--- src/rtl/atari_pkg.sv ---
// rtl/atari_pkg.sv - AN codes, decoder states and counter limits shared by the GTIA decoder
package atari_pkg;

  localparam logic [2:0] AN_BAK      = 3'b000;
  localparam logic [2:0] AN_VSYNC    = 3'b001;
  localparam logic [2:0] AN_HBLANK   = 3'b010;
  localparam logic [2:0] AN_VSYNC_HB = 3'b011;
  localparam logic [2:0] AN_PF0      = 3'b100;
  localparam logic [2:0] AN_PF1      = 3'b101;
  localparam logic [2:0] AN_PF2      = 3'b110;
  localparam logic [2:0] AN_PF3      = 3'b111;

  localparam logic [7:0] HPOS_MAX = 8'hFF;
  localparam logic [8:0] VPOS_MAX = 9'h1FF;

  typedef enum logic [1:0] {
    SYNC_WAIT = 2'd0,
    ACTIVE    = 2'd1,
    HBLANK    = 2'd2,
    VSYNC     = 2'd3
  } dec_state_t;

  function automatic logic an_is_vsync(input logic [2:0] an);
    return (an == AN_VSYNC) || (an == AN_VSYNC_HB);
  endfunction

endpackage

--- src/rtl/gtia_an_decoder_if.sv ---
// rtl/gtia_an_decoder_if.sv - ANTIC-side inputs and pixel/timing outputs of the GTIA decoder
interface gtia_an_decoder_if;
  logic [2:0] AN;
  logic       hires;
  logic [7:0] COLBK;
  logic [7:0] COLPF0;
  logic [7:0] COLPF1;
  logic [7:0] COLPF2;
  logic [7:0] COLPF3;
  logic [7:0] colorOut;
  logic [7:0] colorOut2;
  logic       pixelValid;
  logic       hsync;
  logic       frameStart;
  logic [7:0] hpos;
  logic [8:0] vpos;

  modport master (
    output AN, hires, COLBK, COLPF0, COLPF1, COLPF2, COLPF3,
    input  colorOut, colorOut2, pixelValid, hsync, frameStart, hpos, vpos
  );

  modport slave (
    input  AN, hires, COLBK, COLPF0, COLPF1, COLPF2, COLPF3,
    output colorOut, colorOut2, pixelValid, hsync, frameStart, hpos, vpos
  );
endinterface

--- src/rtl/an_color_mux.sv ---
// rtl/an_color_mux.sv - combinational colour selection for one AN code, normal and hires
module an_color_mux
  import atari_pkg::*;
(
  input  logic [2:0] an,
  input  logic       hires,
  input  logic [7:0] colbk,
  input  logic [7:0] colpf0,
  input  logic [7:0] colpf1,
  input  logic [7:0] colpf2,
  input  logic [7:0] colpf3,
  output logic [7:0] color,
  output logic [7:0] color2
);

  // hires "on" half-pixel: playfield 2 hue with playfield 1 luma
  logic [7:0] hires_on;
  assign hires_on = {colpf2[7:4], colpf1[3:0]};

  always_comb begin
    color  = 8'h00;
    color2 = 8'h00;
    if (hires && an[2]) begin
      color  = an[1] ? hires_on : colpf2;
      color2 = an[0] ? hires_on : colpf2;
    end else begin
      case (an)
        AN_BAK:  color = colbk;
        AN_PF0:  color = colpf0;
        AN_PF1:  color = colpf1;
        AN_PF2:  color = colpf2;
        AN_PF3:  color = colpf3;
        default: color = 8'h00;
      endcase
      color2 = color;
    end
  end

endmodule

--- src/rtl/gtia_an_decoder.sv ---
// rtl/gtia_an_decoder.sv - GTIA AN stream decoder: sync state machine, beam counters, registered pixel outputs
module gtia_an_decoder
  import atari_pkg::*;
(
  input logic              Fphi0,
  input logic              RST_L,
  gtia_an_decoder_if.slave bus
);

  dec_state_t state, state_nx;

  logic [7:0] mux_color, mux_color2;
  logic [7:0] color_d, color2_d, hpos_d;
  logic [8:0] vpos_d;
  logic       valid_d, hsync_d, frame_d;

  logic [7:0] color_q, color2_q, hpos_q;
  logic [8:0] vpos_q;
  logic       valid_q, hsync_q, frame_q;

  an_color_mux u_mux (
    .an     (bus.AN),
    .hires  (bus.hires),
    .colbk  (bus.COLBK),
    .colpf0 (bus.COLPF0),
    .colpf1 (bus.COLPF1),
    .colpf2 (bus.COLPF2),
    .colpf3 (bus.COLPF3),
    .color  (mux_color),
    .color2 (mux_color2)
  );

  always_ff @(posedge Fphi0 or negedge RST_L) begin
    if (!RST_L) state <= SYNC_WAIT;
    else        state <= state_nx;
  end

  // Once synchronised, every non-VSYNC code is either HBLANK or a pixel.
  always_comb begin
    state_nx = state;
    if (an_is_vsync(bus.AN))
      state_nx = VSYNC;
    else if (state != SYNC_WAIT)
      state_nx = (bus.AN == AN_HBLANK) ? HBLANK : ACTIVE;
  end

  always_comb begin
    color_d  = 8'h00;
    color2_d = 8'h00;
    valid_d  = 1'b0;
    hpos_d   = hpos_q;
    vpos_d   = vpos_q;
    hsync_d  = (state == ACTIVE) && (state_nx == HBLANK);
    frame_d  = (state != VSYNC) && (state_nx == VSYNC);
    if (state_nx == ACTIVE) begin
      valid_d  = 1'b1;
      color_d  = mux_color;
      color2_d = mux_color2;
      if (state != ACTIVE)
        hpos_d = 8'd0;
      else if (hpos_q != HPOS_MAX)
        hpos_d = hpos_q + 8'd1;
    end
    if (frame_d)
      vpos_d = 9'd0;
    else if (hsync_d && (vpos_q != VPOS_MAX))
      vpos_d = vpos_q + 9'd1;
  end

  always_ff @(posedge Fphi0 or negedge RST_L) begin
    if (!RST_L) begin
      color_q  <= 8'h00;
      color2_q <= 8'h00;
      valid_q  <= 1'b0;
      hsync_q  <= 1'b0;
      frame_q  <= 1'b0;
      hpos_q   <= 8'd0;
      vpos_q   <= 9'd0;
    end else begin
      color_q  <= color_d;
      color2_q <= color2_d;
      valid_q  <= valid_d;
      hsync_q  <= hsync_d;
      frame_q  <= frame_d;
      hpos_q   <= hpos_d;
      vpos_q   <= vpos_d;
    end
  end

  assign bus.colorOut   = color_q;
  assign bus.colorOut2  = color2_q;
  assign bus.pixelValid = valid_q;
  assign bus.hsync      = hsync_q;
  assign bus.frameStart = frame_q;
  assign bus.hpos       = hpos_q;
  assign bus.vpos       = vpos_q;

endmodule

--- src/flat_wrapper.sv ---
// flat-port wrapper written by rule: the top's interface ports become plain ports
module gtia_an_decoder_flat import atari_pkg::*;
  (Fphi0, RST_L, bus_AN, bus_hires, bus_COLBK, bus_COLPF0, bus_COLPF1, bus_COLPF2, bus_COLPF3, bus_colorOut, bus_colorOut2, bus_pixelValid, bus_hsync, bus_frameStart, bus_hpos, bus_vpos);
  gtia_an_decoder_if bus_i ();
  input logic Fphi0;
  input logic RST_L;
  input wire logic [$bits(bus_i.AN)-1:0] bus_AN;
  input wire logic [$bits(bus_i.hires)-1:0] bus_hires;
  input wire logic [$bits(bus_i.COLBK)-1:0] bus_COLBK;
  input wire logic [$bits(bus_i.COLPF0)-1:0] bus_COLPF0;
  input wire logic [$bits(bus_i.COLPF1)-1:0] bus_COLPF1;
  input wire logic [$bits(bus_i.COLPF2)-1:0] bus_COLPF2;
  input wire logic [$bits(bus_i.COLPF3)-1:0] bus_COLPF3;
  output wire logic [$bits(bus_i.colorOut)-1:0] bus_colorOut;
  output wire logic [$bits(bus_i.colorOut2)-1:0] bus_colorOut2;
  output wire logic [$bits(bus_i.pixelValid)-1:0] bus_pixelValid;
  output wire logic [$bits(bus_i.hsync)-1:0] bus_hsync;
  output wire logic [$bits(bus_i.frameStart)-1:0] bus_frameStart;
  output wire logic [$bits(bus_i.hpos)-1:0] bus_hpos;
  output wire logic [$bits(bus_i.vpos)-1:0] bus_vpos;
  assign bus_i.AN = bus_AN;
  assign bus_i.hires = bus_hires;
  assign bus_i.COLBK = bus_COLBK;
  assign bus_i.COLPF0 = bus_COLPF0;
  assign bus_i.COLPF1 = bus_COLPF1;
  assign bus_i.COLPF2 = bus_COLPF2;
  assign bus_i.COLPF3 = bus_COLPF3;
  assign bus_colorOut = bus_i.colorOut;
  assign bus_colorOut2 = bus_i.colorOut2;
  assign bus_pixelValid = bus_i.pixelValid;
  assign bus_hsync = bus_i.hsync;
  assign bus_frameStart = bus_i.frameStart;
  assign bus_hpos = bus_i.hpos;
  assign bus_vpos = bus_i.vpos;
  gtia_an_decoder u_core (.Fphi0(Fphi0), .RST_L(RST_L), .bus(bus_i));
endmodule
--- config.mk ---
export PLATFORM = sky130hd
export DESIGN_NAME = gtia_an_decoder_flat
export DESIGN_NICKNAME = d
export VERILOG_FILES = /design/src/rtl/atari_pkg.sv /design/src/rtl/gtia_an_decoder_if.sv /design/src/rtl/an_color_mux.sv /design/src/rtl/gtia_an_decoder.sv /design/src/flat_wrapper.sv
export SDC_FILE = /design/constraint.sdc
export NUM_CORES = 1
export LEC_CHECK = 0
export CORE_UTILIZATION = 45
export CTS_BUF_LIST = sky130_fd_sc_hd__clkbuf_4 sky130_fd_sc_hd__clkbuf_8
export CTS_CLUSTER_DIAMETER = 150
export DETAILED_ROUTE_END_ITERATION = 12
export HOLD_SLACK_MARGIN = 0.05
export MAX_ROUTING_LAYER = met4
export PLACE_DENSITY = 0.83
export SKIP_LAST_GASP = 1
export SYNTH_ARGS = -nofsm -noshare
export SYNTH_HDL_FRONTEND = slang
export SYNTH_SLANG_ARGS = --single-unit
--- constraint.sdc ---
create_clock -name Fphi0 -period 6.2 [get_ports Fphi0]
set_input_delay 1.24 -clock Fphi0 [delete_from_list [all_inputs] [get_ports Fphi0]]
set_output_delay 1.24 -clock Fphi0 [all_outputs]
set_load 0.005 [all_outputs]
; Yosys cells after proc, flatten, opt, wreduce, memory -nomap -nowiden
; Index checks and enable logic that the tools add are counted.
[classes]
n_addsub = 2
n_mul = 0
div = 0
order_cmp = 0
eq_ne = 15
n_shift = 0
n_mux = 15
bitwise_logic = 0
reduce_logical = 10
[op_table]
columns = op, n
row1 = 8-bit two-way mux, 6
row2 = 8-bit one-hot mux with 5 select lines, 1
row3 = 9-bit two-way mux, 2
row4 = 3-bit equality test (second input constant), 4
row5 = 9-bit by 1-bit adder with 9-bit output (second input constant), 1
row6 = 9-bit != test (second input constant), 1
row7 = 8-bit by 1-bit adder with 8-bit output (second input constant), 1
row8 = 4-bit two-way mux, 2
row9 = 8-bit != test (second input constant), 1
row10 = 3-bit by 2-bit equality test with 1-bit output (second input constant), 2
row11 = 2-bit two-way mux, 3
row12 = 2-bit nonzero test, 3
row13 = 2-bit by 1-bit equality test with 1-bit output (second input constant), 2
row14 = 2-bit equality test (second input constant), 2
row15 = 1-bit logical AND, 4
row16 = 3-bit by 1-bit equality test with 1-bit output (second input constant), 1
row17 = 3-bit logical NOT, 1
row18 = 2-bit by 1-bit != test with 1-bit output (second input constant), 1
row19 = 2-bit != test (second input constant), 1
row20 = 2-bit AND reduction, 1
row21 = 1-bit logical OR, 1
row22 = 1-bit two-way mux, 1
[totals]
regBits = 38
latch_bits = 0
ramBits = 0
romBits = 0
inputBits = 46
n_memories = 0

; Depth between registers and ports, before layout
; Gate-level depths: netlist of run 1.
[depth]
word_depth = 9
ltp_mapped = 8
depth_no_buf = 8

; By module
; A second synthesis of run 1 with hierarchy kept.
[hier_totals]
hier_cells = 227
area_unflattened_um2 = 2238.4
[modules_own_cells]
columns = mod, n_inst, cells_per_inst, area_each_um2, seq_area_each_um2
row1 = gtia_an_decoder, 1, 148, 1621.6, 950.9
row2 = an_color_mux, 1, 79, 616.8, 0.0

; Worst setup path before layout of run 1
; OpenSTA, ideal clock, no wires.
[synth_path]
path_kind = input-to-reg
from = in bus_AN[2]
to = reg u_core.vpos_q[7], in the netlist u_core.bus.vpos[7]
arrival_ps = 2401
path_slack_ps = 3720
cell_stages = 5
n_path_buf = 1
cell_sequence = buf_2 -> nor3b_4 -> nand2_4 -> or4_1 -> a21oi_1
[synth_between]
elab_chain_cells = 8
[synth_lines]
columns = item, line
row1 = start: declaration, flat_wrapper.sv:7  ; input wire logic [$bits(bus_i.AN)-1:0] bus_AN;
row2 = 3-bit by 2-bit equality test with 1-bit output, gtia_an_decoder.sv:44  ; state_nx = (bus.AN == AN_HBLANK) ? HBLANK : ACTIVE;
row3 = 2-bit two-way mux, gtia_an_decoder.sv:44
row4 = 2-bit two-way mux, gtia_an_decoder.sv:43  ; else if (state != SYNC_WAIT)
row5 = 2-bit two-way mux (*), gtia_an_decoder.sv:41  ; if (an_is_vsync(bus.AN))
row6 = 2-bit equality test, gtia_an_decoder.sv:53  ; hsync_d = (state == ACTIVE) && (state_nx == HBLANK);
row7 = 1-bit logical AND, gtia_an_decoder.sv:53
row8 = 1-bit logical AND, gtia_an_decoder.sv:66  ; else if (hsync_d && (vpos_q != VPOS_MAX))
row9 = 2-bit nonzero test (no line), -
row10 = end signal: assignment, gtia_an_decoder.sv:86  ; vpos_q <= vpos_d;
row11 = end: declaration, gtia_an_decoder.sv:18  ; logic [8:0] vpos_q;
; Mark *: on every way between the ends. The rest lies on a longest branch, timed or not.
; A chain may end at the register's enable or synchronous reset.

; Worst setup path after layout of run 1
[layout_path]
from = in bus_AN[0]
to = reg u_core.hpos_q[7], in the netlist u_core.bus.hpos[7]
[layout_between]
elab_chain_cells = 6
[layout_lines]
columns = item, line
row1 = 3-bit by 2-bit equality test with 1-bit output, gtia_an_decoder.sv:44
row2 = 2-bit two-way mux, gtia_an_decoder.sv:44
row3 = 2-bit two-way mux, gtia_an_decoder.sv:43
row4 = 2-bit two-way mux (*), gtia_an_decoder.sv:41
row5 = 2-bit by 1-bit equality test with 1-bit output (*), gtia_an_decoder.sv:55  ; if (state_nx == ACTIVE) begin
row6 = 2-bit AND reduction (no line) (*), -
row7 = end signal: assignment, gtia_an_decoder.sv:85  ; hpos_q <= hpos_d;
row8 = end: declaration, gtia_an_decoder.sv:17  ; logic [7:0] color_q, color2_q, hpos_q;
; Marks and branches as above.

==> flow_summary_export.csv, run 1 <==
group,metric,value,unit
status,status,"complete, no violations",
global_routing,antenna_found_initial,0,
critical_path,crit_type,"primary input to flop",
synthesis,syn_inst,222,
floorplanning,core_area,4320,µm²
placement,port_buffers,81,
clock_tree,cts_buffers,5,
timing,fin_crit_sh,0.550,
global_routing,grt_pass1_wl,7830,µm
synthesis,ys.flop_type,"dfrtp_1",
clock_tree,cts-root-buf,"clkbuf_8",
worst_hold_path,hold_class,"flop to flop",
power_and_ir_drop,power-per-cell-area,188,nW/µm²
synthesis,synth_edf_count,0,
route,wirelength,4720,µm
floorplanning,fp.dieW,69.1,µm
critical_path,r2r_start,"u_core.bus.vpos[2]",
critical_path,slowest_delay,0.68,ns
floorplanning,num_rows,24,
synthesis,synth_area_leaders,"dfrtp_1 (42%), mux2i_1 (4.9%), nand2_1 (3.9%), o21ai_0 (3.7%), a21oi_1 (3.2%)",
synthesis,ys_warn_count,0,
critical_path,r2r_end,"u_core.bus.vpos[5]",
route,drt_iter0_drc,108,
timing,worst_pin_slew,0.850,ns
power_and_ir_drop,max-vdd-ir-drop,84.5,µV
global_routing,track_usage,0.208,
timing,setup_viol,0,
clock_tree,postCtsSetupBuffers,0,
timing,hold_violations,0,
synthesis,async_reset_ff_frac,1.00,
timing,skew,0.00768,ns
timing,fmax,293,MHz
critical_path,critPathCaptureType,"flop",
finish,fillers,378,
clock_tree,clkTransAtPathRegs,0.06,ns
timing,slew_violations,0,
timing,min_period,3.41,ns
placement,place.gp.congestion,0.891,
synthesis,synth_top_family_by_area,"simple AND/OR/NAND/NOR gates",
floorplanning,ios,82,
timing,slew-limit-headroom,0.431,
route,ant_nets,0,
synthesis,yosys.area_share.adder,0.0185,
finish,multi_input_area,1060,µm²
timing,finalSetupTns,0,ns
placement,placed_cell_area,2830,µm²
critical_path,path_max_fanout,23,
clock_tree,cts_tree,"built",
critical_path,startpoint,"bus_AN[0]",
synthesis,synthMuxAreaShare,0.0494,
finish,final_area,2910,µm²
critical_path,cp_num_cells,6,
clock_tree,cts.htree.levels,2,
finish,syn_to_final_growth,43.9,%
critical_path,cp_num_buf_inv,2,
floorplanning,dieArea,4770,µm²
critical_path,reg2regPathDepth,8,
synthesis,yosysMostFrequentCell,"dfrtp_1",
synthesis,synth_compound_area_frac,0.182,
critical_path,critPathSlowestCell,"clkdlybuf4s50_1",
finish,fin_nets,345,
route,wl_per_cell,13.6,µm
finish,seqCellArea,851,µm²
synthesis,syn-mean-instance-area,9.12,µm²
clock_tree,clkSinkCount,34,
global_routing,grt_pass1_vias,1815,
run,max-cap-violations,0,
synthesis,ys_top_cells_by_count,"dfrtp_1 (34), nand2_1 (21), o21ai_0 (15)",
clock_tree,cts_resized,0,
critical_path,critPathTopFamily,"buffers and inverters",
placement,place_hpwl,3580,µm
floorplanning,die_h,69.1,µm
global_routing,grt_max_degree,35,
timing,rsz0062_at_grt,"no",
synthesis,synth.largest_area_cell,"dfrtp_1",
finish,layout-drive-gt1-share,0.0473,
critical_path,critPathRequiredTime,6.40,ns
clock_tree,insertion_delay,0.28,ns
timing,worst_slack,2.79,ns
synthesis,syn-num-nets,271,
route,viasPerCell,5.63,
floorplanning,start_util,0.468,
power_and_ir_drop,leakage,1.20,nW
global_routing,grt_overflow,0,
route,vias,1960,
synthesis,synth_top_area_frac,0.420,
finish,antenna_cells,0,
clock_tree,clock_path_buffers,2,
synthesis,seq_area_frac_synth,0.420,
synthesis,ys_seq_elements,34,
critical_path,endpoint,"u_core.bus.hpos[7]",
route,post-route-drc-count,0,
critical_path,crit_chain,"clkdlybuf4s50_1 > buf_4 > o21bai_1 > o211ai_1 > or4_1 > a21oi_1",
synthesis,yosys.area_share.simple,0.257,
critical_path,rrSetupSlack,4.01,ns
synthesis,synth.distinct_cells,42,
placement,detailedPlace.worstSlack,2.50,ns
synthesis,syn_area,2020,µm²
synthesis,synth_xor_area_frac,0.0173,
route,first_pass_iters,4,
clock_tree,postCtsHoldBufs,0,
critical_path,worst_setup_path_start_kind,"primary input",
critical_path,worst_ep_arrival_time,3.61,ns
==> tightest hold or removal path: cells and delay by family (launching register included) <==
| family | cells | cell delay [ns] |
|---|---|---|
| DFF | 1 | 0.38 |
| xor gates and xnor gates | 1 | 0.08 |
| and+or+nand+nor | 1 | 0.07 |
==> worst min path at each step <==
| stage | start | endpoint | slack, ns | depth (start not counted) |
|---|---|---|---|---|
| 3_5_place_dp | u_core.bus.vpos[6] | u_core.bus.vpos[6] | 0.56 | 2 |
| 3_3_place_gp | u_core.bus.vpos[6] | u_core.bus.vpos[6] | 0.55 | 2 |
| 4_1_cts | u_core.bus.vpos[5] | u_core.bus.vpos[5] | 0.57 | 2 |
| 5_1_grt | u_core.bus.vpos[7] | u_core.bus.vpos[7] | 0.60 | 2 |
| 2_1_floorplan | u_core.bus.vpos[8] | u_core.bus.vpos[8] | 0.53 | 2 |
| 6_report | u_core.bus.vpos[6] | u_core.bus.vpos[6] | 0.57 | 2 |
==> stage by stage <==
step	util	total power, mW	hold slack, ns	instances
6_report	0.674	0.547	0.571	348
5_1_grt	0.674	0.575	0.598	348
4_1_cts	0.674	0.552	0.575	348
3_5_place_dp	0.654	0.391	0.562	341
3_3_place_gp	0.654	0.388	0.550	341
2_1_floorplan	-	0.315	0.527	222
==> layer usage <==
layer / track usage / routed length [µm] / vias to the layer above
li1: - / - / 961
met1: 0.259 / 2100 / 921
met2: 0.335 / 2290 / 73
met3: 0.0439 / 285 / 5
met4: 0.0680 / 44 / 0
met5: - / 0 / -
==> layout make-up <==
cell class / instances / share of cell area
clock buffers: 7 / 0.0288
inverters: 5 / 0.00644
multi-input cells: 166 / 0.364
flip-flops and latches: 34 / 0.292
well taps: 52 / 0.0223
repair buffers: 84 / 0.286
==> report_power, final <==
part,leakage [nW],internal [mW],switching (mW)
clock,0.0452,0.0860,0.0751
combinational,0.704,0.0781,0.0580
sequential,0.455,0.237,0.0129
==> placed cells by master, fill, tap and decap left out, types with 2 or more instances in the layout <==
| cell | synthesis | final |
|---|---|---|
| a22oi_1 | 2 | 2 |
| nand4_1 | 9 | 9 |
| a21oi_1 | 13 | 13 |
| or4_1 | 3 | 3 |
| nand2b_1 | 3 | 3 |
| a211oi_1 | 8 | 8 |
| xor2_1 | 4 | 4 |
| buf_4 | 5 | 3 |
| nor3_1 | 11 | 11 |
| nand3_1 | 5 | 5 |
| nor2b_1 | 10 | 10 |
| nor2_1 | 8 | 8 |
| o2bb2ai_1 | 2 | 2 |
| nand2_1 | 21 | 21 |
| or3_1 | 4 | 4 |
| o21ai_0 | 15 | 15 |
| dfrtp_1 | 34 | 34 |
| o21bai_1 | 3 | 3 |
| nor3b_4 | 2 | 2 |
| clkbuf_4 | 0 | 2 |
| clkdlybuf4s50_1 | 0 | 81 |
| clkbuf_8 | 0 | 5 |
| ha_1 | 3 | 3 |
| and2_1 | 5 | 5 |
| o31ai_1 | 5 | 5 |
| nand3b_1 | 3 | 3 |
| mux2i_1 | 10 | 10 |
| inv_1 | 5 | 5 |
| a31oi_1 | 4 | 4 |
| and3_1 | 2 | 2 |
==> state kept, by name (all words and copies together), names as in the netlist <==
register and cells:
u_core.bus.pixelValid 1, u_core.bus.colorOut 7, u_core.bus.frameStart 1, u_core.bus.hpos 8
u_core.bus.vpos 9, u_core.bus.colorOut2 5, u_core.state 2, u_core.bus.hsync 1
==> cell families after synthesis <==
logic type	Yosys count
flip-flops	34
AND/OR/NAND/NOR	91
multiplexers	10
XOR/XNOR	4
buffers and inverters	22
adder cells (fa/ha/maj)	3
AO/OA/AOI/OAI	58
Power figures use the tool's default switching activity.
==> inputs of run 2 (changes only) <==
--- a/config.mk
+++ b/config.mk
@@ -5,13 +5,13 @@
 export SDC_FILE = /design/constraint.sdc
 export NUM_CORES = 1
 export LEC_CHECK = 0
-export CORE_UTILIZATION = 45
+export CORE_UTILIZATION = 40
 export CTS_BUF_LIST = sky130_fd_sc_hd__clkbuf_4 sky130_fd_sc_hd__clkbuf_8
 export CTS_CLUSTER_DIAMETER = 150
 export DETAILED_ROUTE_END_ITERATION = 12
 export HOLD_SLACK_MARGIN = 0.05
 export MAX_ROUTING_LAYER = met4
-export PLACE_DENSITY = 0.83
+export PLACE_DENSITY = 0.78
 export SKIP_LAST_GASP = 1
 export SYNTH_ARGS = -nofsm -noshare
 export SYNTH_HDL_FRONTEND = slang
==> constraint.sdc (replaced) <==
create_clock -name Fphi0 -period 3.05 [get_ports Fphi0]
set_input_delay 0.61 -clock Fphi0 [delete_from_list [all_inputs] [get_ports Fphi0]]
set_output_delay 0.61 -clock Fphi0 [all_outputs]
set_load 0.005 [all_outputs]
==> flow_summary_export.csv, run 2 (synthesized netlist as in run 1, its figures left out) <==
group,metric,value,unit
clock_tree,clock_path_buffers,2,
floorplanning,ios,82,
critical_path,critPathSlowestCell,"or4_1",
clock_tree,postCtsSetupBuffers,0,
timing,setup_viol,0,
route,wl_per_cell,13.4,µm
finish,fin_nets,347,
route,first_pass_iters,4,
timing,worst_slack,0.712,ns
floorplanning,core_area,4790,µm²
route,wl_met2,2270,µm
floorplanning,start_util,0.423,
floorplanning,die_h,73.1,µm
route,viasPerCell,5.41,
finish,final_common_cell,"clkdlybuf4s50_1",
critical_path,critPathRequiredTime,3.26,ns
placement,port_buffers,81,
finish,final_area,2940,µm²
finish,antenna_cells,0,
route,ant_nets,0,
timing,worst_pin_slew,0.826,ns
route,wirelength,4900,µm
floorplanning,num_rows,25,
critical_path,crit_chain,"clkdlybuf4s50_1 > o21bai_1 > o211ai_1 > or4_1 > a21oi_1",
global_routing,antenna_found_initial,0,
route,routedLengthMet1,2150,µm
finish,layout-drive-gt1-share,0.0537,
clock_tree,clkSinkCount,34,
finish,final_util,0.615,
route,met3_wirelength,310,µm
timing,fin_crit_sh,0.767,
timing,slew_violations,0,
global_routing,track_usage,0.207,
route,post-route-drc-count,0,
global_routing,grt_overflow,0,
placement,place.gp.congestion,0.845,
timing,min_period,2.34,ns
critical_path,path_max_fanout,15,
finish,instances_no_fill,365,
timing,holdWs,0.573,ns
critical_path,critPathCaptureType,"flop",
route,drt_iter0_drc,106,
clock_tree,postCtsHoldBufs,0,
timing,fmax,428,MHz
worst_hold_path,hold_class,"flop to flop",
route,vias,1974,
placement,place_hpwl,3710,µm
timing,slew-limit-headroom,0.447,
route,top_layer_used,"met4",
timing,rsz0062_at_grt,"no",
clock_tree,cts_buffers,5,
timing,skew,0.00262,ns
global_routing,grt_max_degree,35,
floorplanning,dieArea,5350,µm²
run,max-cap-violations,0,
placement,placedCellCount,358,
clock_tree,cts_tree,"built",
finish,syn_to_final_growth,45.3,%
global_routing,grt_pass1_wl,8160,µm
critical_path,slowest_delay,0.58,ns
floorplanning,fp.dieW,73.1,µm
placement,detailedPlace.worstSlack,0.456,ns
clock_tree,insertion_delay,0.28,ns
power_and_ir_drop,max-vdd-ir-drop,192,µV
power_and_ir_drop,p_total,1.09,mW
clock_tree,cts.htree.levels,2,
global_routing,grt_pass1_vias,1820,
clock_tree,clkTransAtPathRegs,0.06,ns
clock_tree,cts-root-buf,"clkbuf_8",
critical_path,crit_type,"primary input to flop",
power_and_ir_drop,power-per-cell-area,371,nW/µm²
critical_path,worst_ep_arrival_time,2.55,ns
placement,placed_cell_area,2860,µm²
clock_tree,cts_resized,0,
finish,mostFrequentLayoutCells,"clkdlybuf4s50_1 (81), dfrtp_1 (34), nand2_1 (21), o21ai_0 (15), a21oi_1 (13)",
power_and_ir_drop,leakage,1.21,nW
critical_path,worst_setup_path_start_kind,"primary input",
status,status,"complete, no violations",
timing,finalSetupTns,0,ns
timing,hold_violations,0,
finish,largest_reg_flops,9,
## run 2: critical path: cells and delay by family
kind,cells,cell delay [ns]
buffers and inverters,1,0.56
AND/OR/NAND/NOR,1,0.58
AO/OA/AOI/OAI,3,0.80
## run 2: metal layers
metal  global-route usage  up-vias
li1                     -      958
met1                0.247      928
met2                0.325       75
met3               0.0497       13
met4                0.105        0
met5                    -        -
## run 2: worst paths after layout
kind / from / endpoint / slack, ns / depth (start not counted)
setup / recovery: bus_AN[1] / u_core.bus.hpos[7] / 0.71 / 5
hold / removal: u_core.bus.vpos[5] / u_core.bus.vpos[5] / 0.57 / 2
setup reg to reg: u_core.bus.vpos[2] / u_core.bus.vpos[7] / 0.82 / 8
hold reg to reg: u_core.bus.vpos[5] / u_core.bus.vpos[5] / 0.57 / 2
max in group asynchronous: RST_L / u_core.bus.hpos[7] / 2.01 / 2
min in group asynchronous: RST_L / u_core.bus.hpos[6] / 0.74 / 2
## run 2: layout make-up
class	count	area, µm²
timing repair buffer	86	848
fill	430	1840
multi-input combinational	166	1060
inverter	5	18.8
clock buffer	5	68.8
tap	67	83.8
clock inverter	2	10.0
sequential	34	851
## run 2: where the power goes
group	switching [mW]	internal [mW]	total, mW
clock network	0.151	0.153	0.304
logic	0.118	0.160	0.278
registers	0.0268	0.482	0.509
total	0.296	0.795	1.09
==> inputs of run 3 (changes only) <==
--- a/config.mk
+++ b/config.mk
@@ -5,13 +5,13 @@
 export SDC_FILE = /design/constraint.sdc
 export NUM_CORES = 1
 export LEC_CHECK = 0
-export CORE_UTILIZATION = 40
+export CORE_UTILIZATION = 45
 export CTS_BUF_LIST = sky130_fd_sc_hd__clkbuf_4 sky130_fd_sc_hd__clkbuf_8
 export CTS_CLUSTER_DIAMETER = 150
 export DETAILED_ROUTE_END_ITERATION = 12
 export HOLD_SLACK_MARGIN = 0.05
 export MAX_ROUTING_LAYER = met4
-export PLACE_DENSITY = 0.78
+export PLACE_DENSITY = 0.83
 export SKIP_LAST_GASP = 1
 export SYNTH_ARGS = -nofsm -noshare
 export SYNTH_HDL_FRONTEND = slang
==> constraint.sdc (replaced) <==
create_clock -name Fphi0 -period 2.2 [get_ports Fphi0]
set_input_delay 0.44 -clock Fphi0 [delete_from_list [all_inputs] [get_ports Fphi0]]
set_output_delay 0.44 -clock Fphi0 [all_outputs]
set_load 0.005 [all_outputs]
==> flow_summary_export.csv, run 3 (synthesized netlist as in run 1, its figures left out) <==
group,metric,value,unit
status,status,"complete, no violations",
timing,fin_crit_sh,0.950,
power_and_ir_drop,power-per-cell-area,520,nW/µm²
critical_path,rrSetupSlack,0.11,ns
floorplanning,die_h,69.1,µm
power_and_ir_drop,p_total,1.57,mW
route,ant_nets,0,
timing,min_period,2.09,ns
floorplanning,fp.dieW,69.1,µm
timing,skew,0.0101,ns
route,drt_iter0_drc,105,
clock_tree,clock_path_buffers,2,
critical_path,critPathRequiredTime,2.42,ns
power_and_ir_drop,leakage,1.26,nW
route,wirelength,4920,µm
critical_path,worst_ep_arrival_time,2.31,ns
finish,antenna_cells,0,
critical_path,critPathSlowestCell,"or4_1",
route,viasPerCell,5.48,
global_routing,track_usage,0.224,
global_routing,grt_pass1_wl,8510,µm
run,max-cap-violations,0,
global_routing,grt_overflow,0,
floorplanning,dieArea,4770,µm²
timing,worst_pin_slew,0.429,ns
floorplanning,core_area,4320,µm²
clock_tree,cts_buffers,5,
finish,fillers,366,
timing,fmax,479,MHz
route,wl_per_cell,13.8,µm
timing,holdWs,0.565,ns
critical_path,r2r_end,"u_core.bus.vpos[5]",
route,first_pass_iters,4,
clock_tree,insertion_delay,0.28,ns
critical_path,crit_type,"flop to flop",
placement,place.gp.congestion,0.804,
critical_path,r2r_start,"u_core.bus.vpos[4]",
critical_path,path_max_fanout,8,
floorplanning,num_rows,24,
clock_tree,clkTransAtPathRegs,0.07,ns
floorplanning,start_util,0.468,
clock_tree,cts_tree,"built",
finish,largest_reg_flops,9,
timing,slew_violations,0,
timing,setup_viol,0,
timing,slew-limit-headroom,0.714,
finish,layout-drive-gt1-share,0.0882,
clock_tree,cts-root-buf,"clkbuf_8",
critical_path,crit_chain,"and4_4 > nand2_1 > nor2_1 > ha_1 > nor3b_4 > nand2_4 > or4_1 > a21oi_2",
critical_path,reg2regPathDepth,8,
finish,fin_nets,356,
clock_tree,clkSinkCount,34,
finish,syn_to_final_growth,48.9,%
global_routing,grt_pass1_vias,1925,
floorplanning,ios,82,
clock_tree,cts.htree.levels,2,
route,vias,1963,
critical_path,critPathCaptureType,"flop",
route,post-route-drc-count,0,
power_and_ir_drop,max-vdd-ir-drop,274,µV
finish,mostFrequentLayoutCells,"clkdlybuf4s50_1 (81), dfrtp_1 (34), nand2_1 (21), o21ai_0 (15), buf_4 (13)",
finish,final_common_cell,"clkdlybuf4s50_1",
timing,hold_violations,0,
placement,port_buffers,81,
critical_path,worst_setup_path_start_kind,"flop",
global_routing,grt_max_degree,35,
critical_path,slowest_delay,0.50,ns
timing,finalSetupTns,0,ns
global_routing,antenna_found_initial,0,
worst_hold_path,hold_class,"primary input to async pin",
placement,place_hpwl,3740,µm
run 3: repair_timing:
item	CTS	global route
endpoints found under the hold margin	0	0
buffers inserted	0	1
gates resized for setup	0	3
hold buffers	0	0
setup endpoints to repair	0	2
run 3: per-layer routing:
metal | global-route usage | vias to the layer above | wire length (µm)
met1 | 0.280 | 911 | 2130
met4 | 0.0726 | 0 | 58
met3 | 0.0468 | 4 | 253
met5 | - | - | 0
li1 | - | 983 | -
met2 | 0.364 | 65 | 2490
run 3: layout make-up:
class,count,area [µm²],area share
multi-input cells,166,1070,0.355
repair buffers,95,928,0.308
flip-flops and latches,34,851,0.282
clock buffers,6,82.6,0.0274
well taps,52,65.1,0.0216
inverters,5,18.8,0.00622
run 3: how the worst max path moves through the flow:
stage | slack (ns) | startpoint | cells past startpoint | to
finish | 0.11 | u_core.bus.vpos[4] | 8 | u_core.bus.vpos[5]
CTS | 0.08 | u_core.bus.vpos[2] | 8 | u_core.bus.vpos[7]
floorplan | 0.15 | u_core.bus.vpos[2] | 8 | u_core.bus.vpos[7]
global route | -0.007 | u_core.bus.vpos[3] | 8 | u_core.bus.vpos[5]
global placement | 0.08 | bus_AN[0] | 6 | u_core.bus.vpos[5]
detailed placement | 0.03 | bus_AN[0] | 6 | u_core.bus.vpos[7]
run 3: power by group:
group | internal [mW] | total, mW | switching [mW]
Sequential | 0.668 | 0.706 | 0.0377
Combinational | 0.241 | 0.411 | 0.171
Clock | 0.241 | 0.450 | 0.209
run 3: critical path: cells and delay by family (launching register included):
| kind | cells | cell delay, ns |
|---|---|---|
| AO/OA/AOI/OAI | 1 | 0.15 |
| adder cells (fa/ha/maj) | 1 | 0.21 |
| flip-flops | 1 | 0.43 |
| AND/OR/NAND/NOR | 6 | 1.23 |
run 3: stage by stage:
stage	cells	util	instance area (µm²)	setup WS [ns]
4_1_cts	357	0.694	3000	0.0792
6_report	358	0.697	3020	0.110
3_3_place_gp	351	0.674	2920	0.0815
2_1_floorplan	222	-	2020	0.153
3_5_place_dp	351	0.674	2920	0.0260
5_1_grt	358	0.697	3020	-0.00715
